$ cat config.mk
export PLATFORM = sky130hd
export DESIGN_NAME = vga_frame_fetch_flat
export DESIGN_NICKNAME = d
export VERILOG_FILES = /design/src/rtl/vga_frame_fetch_if.sv /design/src/rtl/vga_frame_fetch.sv /design/src/flat_wrapper.sv
export SDC_FILE = /design/constraint.sdc
export NUM_CORES = 1
export LEC_CHECK = 0
export ABC_AREA = 1
export CELL_PAD_IN_SITES_DETAIL_PLACEMENT = 0
export CELL_PAD_IN_SITES_GLOBAL_PLACEMENT = 1
export CORE_ASPECT_RATIO = 1.5
export CORE_UTILIZATION = 32
export CTS_CLUSTER_DIAMETER = 120
export CTS_CLUSTER_SIZE = 14
export DETAILED_ROUTE_END_ITERATION = 7
export PLACE_DENSITY = 0.94
export RECOVER_POWER = 50
export SYNTH_ARGS = -nofsm -noshare
export SYNTH_HDL_FRONTEND = slang
export SYNTH_SLANG_ARGS = --single-unit
export TNS_END_PERCENT = 100
$ cat constraint.sdc
create_clock -name clk -period 2.2 [get_ports clk]
set_input_delay 0.22 -clock clk [delete_from_list [all_inputs] [get_ports clk]]
set_output_delay 0.22 -clock clk [all_outputs]
set_load 0.02 [all_outputs]
$ cat src/rtl/vga_frame_fetch_if.sv
// Frame-store read port and Sobel buffer-swap handshake of the VGA pixel fetch stage.
// The master side is the fetch stage; the slave side is the frame store plus the Sobel engine.
interface vga_frame_fetch_if;
  logic        rd_en;
  logic [16:0] rd_addr;
  logic [7:0]  rd_data;
  logic        swap_req;
  logic        swap_ack;
  logic        buf_sel;

  modport master (output rd_en, rd_addr, swap_ack, buf_sel, input rd_data, swap_req);
  modport slave  (input rd_en, rd_addr, swap_ack, buf_sel, output rd_data, swap_req);
endinterface

$ cat src/rtl/vga_frame_fetch.sv
// Maps visible VGA pixels into a grayscale image window read from a double-buffered
// frame store; colour and syncs leave through the same two pixel-strobe stages.
module vga_frame_fetch #(
  parameter int          X0     = 192,
  parameter int          Y0     = 112,
  parameter int          IMG_WB = 8,
  parameter int          IMG_HB = 8,
  parameter int          VLINES = 480,
  parameter logic [11:0] BORDER = 12'h000
) (
  input  logic              clk,
  input  logic              rst,
  input  logic              pix_ce,
  input  logic [10:0]       hcount,
  input  logic [10:0]       vcount,
  input  logic              blank,
  input  logic              hs_in,
  input  logic              vs_in,
  vga_frame_fetch_if.master fs,
  output logic [11:0]       rgb,
  output logic              hs_out,
  output logic              vs_out
);
  localparam int AW = 1 + IMG_HB + IMG_WB;

  logic [11:0]       hx, vy;
  logic [IMG_WB-1:0] x;
  logic [IMG_HB-1:0] y;
  logic              in_win, swap_pt;

  logic          rd_en_d, rd_en_q;
  logic [AW-1:0] rd_addr_d, rd_addr_q;
  logic [7:0]    pix_d, pix_q;
  logic          blank_a_d, blank_a_q, win_a_d, win_a_q;
  logic          hs_a_d, hs_a_q, vs_a_d, vs_a_q;
  logic [11:0]   rgb_d, rgb_q;
  logic          hs_out_d, hs_out_q, vs_out_d, vs_out_q;
  logic          buf_sel_d, buf_sel_q, swap_ack_d, swap_ack_q;

  // 12-bit offsets: a negative offset can only occur outside the window, so truncation is safe
  assign hx      = {1'b0, hcount};
  assign vy      = {1'b0, vcount};
  assign x       = IMG_WB'(hx - 12'(X0));
  assign y       = IMG_HB'(vy - 12'(Y0));
  assign in_win  = !blank
                && (hx >= 12'(X0)) && (hx < 12'(X0 + (1 << IMG_WB)))
                && (vy >= 12'(Y0)) && (vy < 12'(Y0 + (1 << IMG_HB)));
  assign swap_pt = (hcount == 11'(0)) && (vcount == 11'(VLINES));

  always_comb begin
    rd_en_d    = 1'b0;
    rd_addr_d  = rd_addr_q;
    pix_d      = rd_en_q ? fs.rd_data : pix_q;
    blank_a_d  = blank_a_q;
    win_a_d    = win_a_q;
    hs_a_d     = hs_a_q;
    vs_a_d     = vs_a_q;
    rgb_d      = rgb_q;
    hs_out_d   = hs_out_q;
    vs_out_d   = vs_out_q;
    buf_sel_d  = buf_sel_q;
    swap_ack_d = 1'b0;
    if (pix_ce) begin
      blank_a_d = blank;
      win_a_d   = in_win;
      hs_a_d    = hs_in;
      vs_a_d    = vs_in;
      if (in_win) begin
        rd_en_d   = 1'b1;
        rd_addr_d = {buf_sel_q, y, x};
      end
      rgb_d    = blank_a_q ? 12'h000 : win_a_q ? {3{pix_q[7:4]}} : BORDER;
      hs_out_d = hs_a_q;
      vs_out_d = vs_a_q;
      // swap point sits in vertical blank, so no visible fetch ever sees buf_sel change
      if (swap_pt && fs.swap_req) begin
        buf_sel_d  = ~buf_sel_q;
        swap_ack_d = 1'b1;
      end
    end
  end

  always_ff @(posedge clk or posedge rst) begin
    if (rst) begin
      rd_en_q    <= 1'b0;
      rd_addr_q  <= '0;
      pix_q      <= '0;
      blank_a_q  <= 1'b1;
      win_a_q    <= 1'b0;
      hs_a_q     <= 1'b1;
      vs_a_q     <= 1'b1;
      rgb_q      <= '0;
      hs_out_q   <= 1'b1;
      vs_out_q   <= 1'b1;
      buf_sel_q  <= 1'b0;
      swap_ack_q <= 1'b0;
    end else begin
      rd_en_q    <= rd_en_d;
      rd_addr_q  <= rd_addr_d;
      pix_q      <= pix_d;
      blank_a_q  <= blank_a_d;
      win_a_q    <= win_a_d;
      hs_a_q     <= hs_a_d;
      vs_a_q     <= vs_a_d;
      rgb_q      <= rgb_d;
      hs_out_q   <= hs_out_d;
      vs_out_q   <= vs_out_d;
      buf_sel_q  <= buf_sel_d;
      swap_ack_q <= swap_ack_d;
    end
  end

  assign fs.rd_en    = rd_en_q;
  assign fs.rd_addr  = rd_addr_q;
  assign fs.swap_ack = swap_ack_q;
  assign fs.buf_sel  = buf_sel_q;
  assign rgb         = rgb_q;
  assign hs_out      = hs_out_q;
  assign vs_out      = vs_out_q;
endmodule

$ cat src/flat_wrapper.sv
// flat-port wrapper written by rule: the top's interface ports become plain ports
module vga_frame_fetch_flat 
#(
  parameter int          X0     = 192,
  parameter int          Y0     = 112,
  parameter int          IMG_WB = 8,
  parameter int          IMG_HB = 8,
  parameter int          VLINES = 480,
  parameter logic [11:0] BORDER = 12'h000
)
  (clk, rst, pix_ce, hcount, vcount, blank, hs_in, vs_in, rgb, hs_out, vs_out, fs_rd_en, fs_rd_addr, fs_swap_ack, fs_buf_sel, fs_rd_data, fs_swap_req);
  vga_frame_fetch_if fs_i ();
  input  logic clk;
  input  logic rst;
  input  logic pix_ce;
  input  logic [10:0] hcount;
  input  logic [10:0] vcount;
  input  logic blank;
  input  logic hs_in;
  input  logic vs_in;
  output logic [11:0] rgb;
  output logic hs_out;
  output logic vs_out;
  output wire logic [$bits(fs_i.rd_en)-1:0] fs_rd_en;
  output wire logic [$bits(fs_i.rd_addr)-1:0] fs_rd_addr;
  output wire logic [$bits(fs_i.swap_ack)-1:0] fs_swap_ack;
  output wire logic [$bits(fs_i.buf_sel)-1:0] fs_buf_sel;
  input wire logic [$bits(fs_i.rd_data)-1:0] fs_rd_data;
  input wire logic [$bits(fs_i.swap_req)-1:0] fs_swap_req;
  assign fs_rd_en = fs_i.rd_en;
  assign fs_rd_addr = fs_i.rd_addr;
  assign fs_swap_ack = fs_i.swap_ack;
  assign fs_buf_sel = fs_i.buf_sel;
  assign fs_i.rd_data = fs_rd_data;
  assign fs_i.swap_req = fs_swap_req;
  vga_frame_fetch #(.X0(X0), .Y0(Y0), .IMG_WB(IMG_WB), .IMG_HB(IMG_HB), .VLINES(VLINES), .BORDER(BORDER)) u_core (.clk(clk), .rst(rst), .pix_ce(pix_ce), .hcount(hcount), .vcount(vcount), .blank(blank), .hs_in(hs_in), .vs_in(vs_in), .fs(fs_i), .rgb(rgb), .hs_out(hs_out), .vs_out(vs_out));
endmodule
==> summary.md, run 1 <==
| Metric | Value |
|---|---|
| Setup CP Type | `reg2out` |
| TritonCTS Buffers | `5` |
| Syn Area/Cell | `8.56 µm²` |
| Cell area power density | `645 mW/mm²` |
| Max Freq | `614 MHz` |
| Worst setup endpoint | `hs_out` |
| H-tree Lvls | `2` |
| Final max-slew violation count | `0` |
| Crit Path Max Fanout | `2` |
| Worst R2R End | `u_core.rgb[7]` |
| Outcome | `completed` |
| # Post-CTS Setup Buffers | `0` |
| CP endpoint kind | `output pin` |
| Row cnt | `32` |
| Netlist cell types | `25` |
| Crit-path cells | `clkdlybuf4s50_1` |
| Startpoint types | `flip-flop` |
| Synth-to-Final Area Change | `45.1%` |
| Routed WL | `3.87 mm` |
| R2r startpoint | `u_core.win_a_q` |
| Iteration-0 DRC Markers | `67` |
| Vias | `1500` |
| Largest net degree at the start of global routing | `35` |
| Die area | `0.00557 mm²` |
| Critical path launch point | `u_core.hs_out` |
| Clk_lat worst skew | `0.27 ns` |
| Setup ws final | `0.573 ns` |
| Setup violations, final | `0` |
| Post-Syn Area | `0.00169 mm²` |
| Arr. time, crit path | `1.41 ns` |
| CP max-delay cell | `clkdlybuf4s50_1` |
| Max-Cap Viols | `0` |
| Final min period | `1.63 ns` |
| Final Util | `47.8%` |
| Proportion of layout cells with a drive suffix above 1 | `8.81%` |
| Cell depth of the worst setup path | `1` |
| Hold Path Class | `in2reg` |
| Clk sinks | `34` |
| R2R setup slack | `1.43 ns` |
| Hold_buf cts | `0` |
| Buffers on Ports | `66` |
| IO Count | `71` |
| Max FFs per register | `17` |
| Synthesis warning total | `0` |
| Routability cong. | `0.756` |
| CTS tree | `done` |
| Dpl hpwl | `3.03 mm` |
| Reg2reg path depth | `2` |
| Antenna violations before repair | `0` |
| Layout Nets | `301` |
| Clock buffer depth | `2` |
| Pre-antenna DRT Iters | `4` |
| Avg WL per Cell | `11.8 µm` |
| Final setup TNS | `0 ns` |
| Hold Slack | `0.459 ns` |
| Worst vdd ir | `223 µV` |
| Drt drc | `0` |
| Vias in the first global route | `1390` |
| CP delay by family, top | `buffers and inverters` |
| Final ANT Viol Nets | `0` |
| CP max stage delay | `0.60 ns` |
| Measured slew at the worst slew-check pin | `0.815 ns` |
| Max_slew headroom | `45.7%` |
| Mapped Nets | `238` |
| Setup WS pre-CTS | `0.380 ns` |
| Core area | `0.00512 mm²` |
| Fin. Hold Viols | `0` |
| Clock Skew | `0.00167 ns` |
| Period utilization | `74.0%` |
| Vias per cell | `4.56` |
| Total congestion overflow | `0` |
| Die Height | `90.9 µm` |
| Sequential fraction of the synthesis area | `50.8%` |
| PostCTS Resize Cnt | `0` |
| WP buf/inv | `1` |
| Total power | `0.00158 W` |
| Global-route wire length before repair | `6.30 mm` |
| Post-Syn Instances | `197` |
| Seq cells post-synth | `34` |
| GR Util All Layers | `15.3%` |
| N_diodes | `0` |
| WP data required | `1.98 ns` |
| Root buffer cell | `clkbuf_8` |
| RSZ-0062 raised after global routing | `no` |
| Die Wd | `61.3 µm` |
| Clk pin slew, worst setup/hold paths | `0.06 ns` |
| Starting Density | `32.9%` |
| Leak | `1.16 nW` |
## synthesized netlist by cell type, drive strengths merged
library cell | count | share of area, %
nand2 | 72 | 16
dfstp | 5 | 7.8
o31ai | 4 | 1.8
clkinv | 1 | 0.52
nand3 | 8 | 3.4
o21ai | 5 | 2.2
inv | 17 | 3.8
nor3 | 2 | 0.59
buf | 13 | 5.7
xor2 | 2 | 1.0
nand4 | 18 | 6.7
a21oi | 1 | 0.30
clkbuf | 1 | 0.22
dfrtp | 29 | 43
nor2 | 14 | 3.4
nand3b | 1 | 0.45
ha | 4 | 3.0
## layer usage
layer	GRT usage, %	wire (µm)
met5	0	0
met4	6.25	63
met3	3.01	173
met2	27.4	2170
met1	16.6	1460
## cell usage in the layout (no fill, tap or decap)
cell type and instances:
nand2_1 71, clkdlybuf4s50_1 63, dfrtp_1 29, nand4_1 18
inv_1 16, nor2_1 12, nand3_1 6, clkbuf_8 6
dfstp_2 5, o21ai_0 4, o31ai_1 4, ha_1 4
dlygate4sd3_1 3, nor2_2 2, nor3_1 2, xor2_1 2
clkbuf_1 2, buf_4 2, inv_2 1, nand2_2 1
clkinv_4 1, nand3_2 1, a21oi_1 1, o21ai_4 1
nand3_4 1, nand3b_1 1, clkinv_2 1, clkbuf_2 1
## where the power goes
group / switching [W] / internal (W)
combinational: 0.000193 / 0.000180
sequential: 0.0000367 / 0.000705
clock: 0.000211 / 0.000252
total: 0.000441 / 0.00114
## how the worst min path moves through the flow
stage | end | startpoint | slack (ns) | cells after the start
floorplan | u_core.blank_a_q | blank | 0.31 | 2
global placement | u_core.vs_out | u_core.vs_out | 0.45 | 2
detailed placement | u_core.vs_out | u_core.vs_out | 0.45 | 2
CTS | u_core.rgb[9] | rst | 0.34 | 3
global route | u_core.vs_out | u_core.vs_out | 0.48 | 2
finish | u_core.vs_a_q | vs_in | 0.46 | 3
## per-stage QoR
step / area (µm²) / std cells
global route: 2450 / 329
detailed placement: 2360 / 321
finish: 2450 / 329
floorplan: 1690 / 197
global placement: 2360 / 321
CTS: 2450 / 329
## worst register-to-register path: cells and delay by family, from the launching register on
kind,cells,cell delay [ns]
flops,1,0.35
simple gates,1,0.10
compound gates,1,0.23
## area by class of cell
cell class                      instances  area, µm²
Clock buffer                            7       86.3
Clock inverter                          1       5.00
Fill cell                             549       2680
Inverter                               18       72.6
Multi-Input combinational cell        131        657
Sequential cell                        34        857
Tap cell                               68       85.1
Timing Repair Buffer                   70        684
## logic make-up (layout without fill, tap and decap cells)
family / after synthesis / count (layout) / share of synthesized area [%]
xor+xnor: 2 / 2 / 1.04
buf+inv: 32 / 96 / 10.2
compound gates: 10 / 10 / 4.23
flops: 34 / 34 / 50.8
simple gates: 115 / 115 / 30.7
fa+ha+maj: 4 / 4 / 2.97
Note: power is estimated with default switching activity, not from simulation.
==> run 2, diff against run 1 <==
CORE_UTILIZATION = 30   (was 32)
PLACE_DENSITY = 0.89   (was 0.94)
clock period = 1.5 ns   (was 2.2 ns; I/O delays follow)
==> run 2 against run 1 <==
Sequential share of layout area fell by 2.2 points. Non-clock buffer count rose by 14. Wire length rose by 7.6%. Clock skew rose by 0.0022 ns. Core utilization rose by 0.23 points. Cell area rose by 6.9%. Setup slack got worse by 0.50 ns. Combinational power rose by 55%. Largest power group unchanged.
==> summary.md, run 2 (synthesis results as in run 1) <==
| Metric | Value |
|---|---|
| Register area | `857 µm² (unchanged)` |
| Root buffer cell | `clkbuf_8 (unchanged)` |
| GR Util All Layers | `14.6% (was 15.3%)` |
| Final ANT Viol Nets | `0 (unchanged)` |
| IO Count | `71 (unchanged)` |
| Crit Path Max Fanout | `4 (was 2)` |
| Vias in the first global route | `1430 (was 1390)` |
| Die area | `0.00593 mm² (was 0.00557 mm²)` |
| Switching Power | `0.000661 W (was 0.000441 W)` |
| Hold_buf cts | `0 (unchanged)` |
| Hold Slack | `0.376 ns (was 0.459 ns)` |
| Total congestion overflow | `0 (unchanged)` |
| Proportion of layout cells with a drive suffix above 1 | `13.4% (was 8.81%)` |
| N_diodes | `0 (unchanged)` |
| Hold Path Class | `in2reg (unchanged)` |
| Drt drc | `0 (unchanged)` |
| H-tree Lvls | `2 (unchanged)` |
| Die Height | `93.8 µm (was 90.9 µm)` |
| Cell area power density | `946 mW/mm² (was 645 mW/mm²)` |
| Clock buffer depth | `2 (unchanged)` |
| CP endpoint kind | `output pin (unchanged)` |
| CP delay by family, top | `buffers and inverters (unchanged)` |
| Crit-path cells | `clkdlybuf4s50_1 (unchanged)` |
| Max Freq | `701 MHz` |
| CTS tree | `done (unchanged)` |
| TritonCTS Buffers | `5 (unchanged)` |
| Final non-filler cell area | `0.00262 mm² (was 0.00245 mm²)` |
| Clk_lat worst skew | `0.28 ns (was 0.27 ns)` |
| Worst vdd ir | `396 µV (was 223 µV)` |
| Most common cell after layout, fill and taps aside | `nand2_1 (unchanged)` |
| DP Area | `0.00249 mm² (was 0.00236 mm²)` |
| Setup CP Type | `reg2out (unchanged)` |
| Die Wd | `63.2 µm (was 61.3 µm)` |
| Startpoint types | `flip-flop (unchanged)` |
| CP max stage delay | `0.62 ns (was 0.60 ns)` |
| Internal Power | `0.00181 W (was 0.00114 W)` |
| Clock share of power | `32.7% (was 29.4%)` |
| Layout Nets | `316 (was 301)` |
| Vias | `1551 (was 1500)` |
| Period utilization | `95.1%` |
| Row cnt | `33 (was 32)` |
| Final min period | `1.43 ns` |
| Clk pin slew, worst setup/hold paths | `0.07 ns (was 0.06 ns)` |
| Core area | `0.00545 mm² (was 0.00512 mm²)` |
| Clock Skew | `0.00392 ns (was 0.00167 ns)` |
| Pre-antenna DRT Iters | `4 (unchanged)` |
| Clk sinks | `34 (unchanged)` |
| Setup violations, final | `0 (unchanged)` |
| Iteration-0 DRC Markers | `76 (was 67)` |
| Fill count | `570 (was 549)` |
| Sw frac | `26.7% (was 28.0%)` |
| Synth-to-Final Area Change | `55.0% (was 45.1%)` |
| WP data required | `1.35 ns (was 1.98 ns)` |
| Routed WL | `4.16 mm (was 3.87 mm)` |
| Dpl hpwl | `3.11 mm (was 3.03 mm)` |
| Starting Density | `30.9% (was 32.9%)` |
| Arr. time, crit path | `1.28 ns (was 1.41 ns)` |
| Routability cong. | `0.731 (was 0.756)` |
| Global-route wire length before repair | `6.57 mm (was 6.30 mm)` |
| Avg WL per Cell | `12.0 µm (was 11.8 µm)` |
| Final max-slew violation count | `0 (unchanged)` |
| Flop pwr share | `44.0% (was 47.0%)` |
| Largest net degree at the start of global routing | `35 (unchanged)` |
| Max-Cap Viols | `0 (unchanged)` |
| CP max-delay cell | `clkdlybuf4s50_1 (unchanged)` |
| Commonest non-fill, non-tap cells in the layout | `nand2_1 (71), clkdlybuf4s50_1 (60), dfrtp_1 (29) (was nand2_1 (71), clkdlybuf4s50_1 (63), dfrtp_1 (29))` |
| Leak | `1.25 nW (was 1.16 nW)` |
| Measured slew at the worst slew-check pin | `0.828 ns (was 0.815 ns)` |
| WP buf/inv | `1 (unchanged)` |
| Buffers on Ports | `66 (unchanged)` |
| Multi-input logic area | `687 µm² (was 657 µm²)` |
| Max_slew headroom | `44.8% (was 45.7%)` |
| Fin. Hold Viols | `0 (unchanged)` |
| Antenna violations before repair | `0 (unchanged)` |
| Outcome | `completed (unchanged)` |
| Max FFs per register | `17 (unchanged)` |
| Vias per cell | `4.48 (was 4.56)` |
| Comb pwr share | `23.3% (was 23.7%)` |
==> run 2: final cells by class <==
type | instances | share of cell area (%)
Multi-Input combinational cell | 132 | 26.3
Sequential cell | 34 | 32.8
Tap cell | 70 | 3.35
Clock buffer | 7 | 2.92
Clock inverter | 1 | 1.15
Timing Repair Buffer | 84 | 30.8
Inverter | 18 | 2.78
==> run 2: worst reg2reg max path, delay by kind of cell (launching register included) <==
kind | cells | cell delay, ns
flip-flops | 1 | 0.35
AO/OA/AOI/OAI | 1 | 0.22
AND/OR/NAND/NOR | 1 | 0.11
==> run 2: path summary, 6_finish.rpt <==
kind                       depth (start not counted)                    end      startpoint  slack [ns]
setup / recovery                                   1                 rgb[9]   u_core.rgb[9]        0.07
hold / removal                                     3          u_core.hs_a_q           hs_in        0.38
setup reg to reg                                   2          u_core.rgb[8]  u_core.win_a_q        0.73
hold reg to reg                                    2          u_core.vs_out   u_core.vs_out        0.46
max in group asynchronous                          3   u_core.fs.rd_addr[1]             rst        0.43
min in group asynchronous                          3  u_core.fs.rd_addr[11]             rst        0.54
==> run 2: per-stage QoR <==
| step | setup TNS, ns | total power (W) | worst slack, ns | instances | util, % |
|---|---|---|---|---|---|
| 2_1_floorplan | 0 | 0.00135 | 0.350 | 197 | - |
| 3_3_place_gp | -2.29 | 0.00168 | -0.138 | 336 | 45.6 |
| 3_5_place_dp | -3.37 | 0.00169 | -0.205 | 336 | 45.6 |
| 4_1_cts | 0 | 0.00250 | 0.0189 | 344 | 47.5 |
| 5_1_grt | -0.430 | 0.00259 | -0.0486 | 346 | 48.0 |
| 6_report | 0 | 0.00247 | 0.0738 | 346 | 48.0 |
==> run 2: power groups by stage <==
| stage | Combinational, W | Sequential [W] | Clock, W |
|---|---|---|---|
| after floorplan | 0.000159 | 0.00119 | 0 |
| after global placement | 0.000575 | 0.00110 | 0 |
| after detailed placement | 0.000586 | 0.00110 | 0 |
| after CTS | 0.000583 | 0.00109 | 0.000830 |
| after global routing | 0.000625 | 0.00110 | 0.000861 |
| final | 0.000577 | 0.00109 | 0.000808 |
==> run 2: layer usage <==
layer  track usage (%)  wire length, µm  vias to the layer above
met3              2.67              148                        2
met4              6.82               49                        0
li1                  -                -                      784
met1              15.7             1570                      716
met5                 0                0                        -
met2              27.1             2390                       49
==> run 2: what timing repair did <==
action | in CTS | in global routing
resized for setup | 3 | 7
buffers inserted | 0 | 1
pin swaps | 0 | 2
gates cloned | 0 | 1
endpoints found under the setup margin | 3 | 18
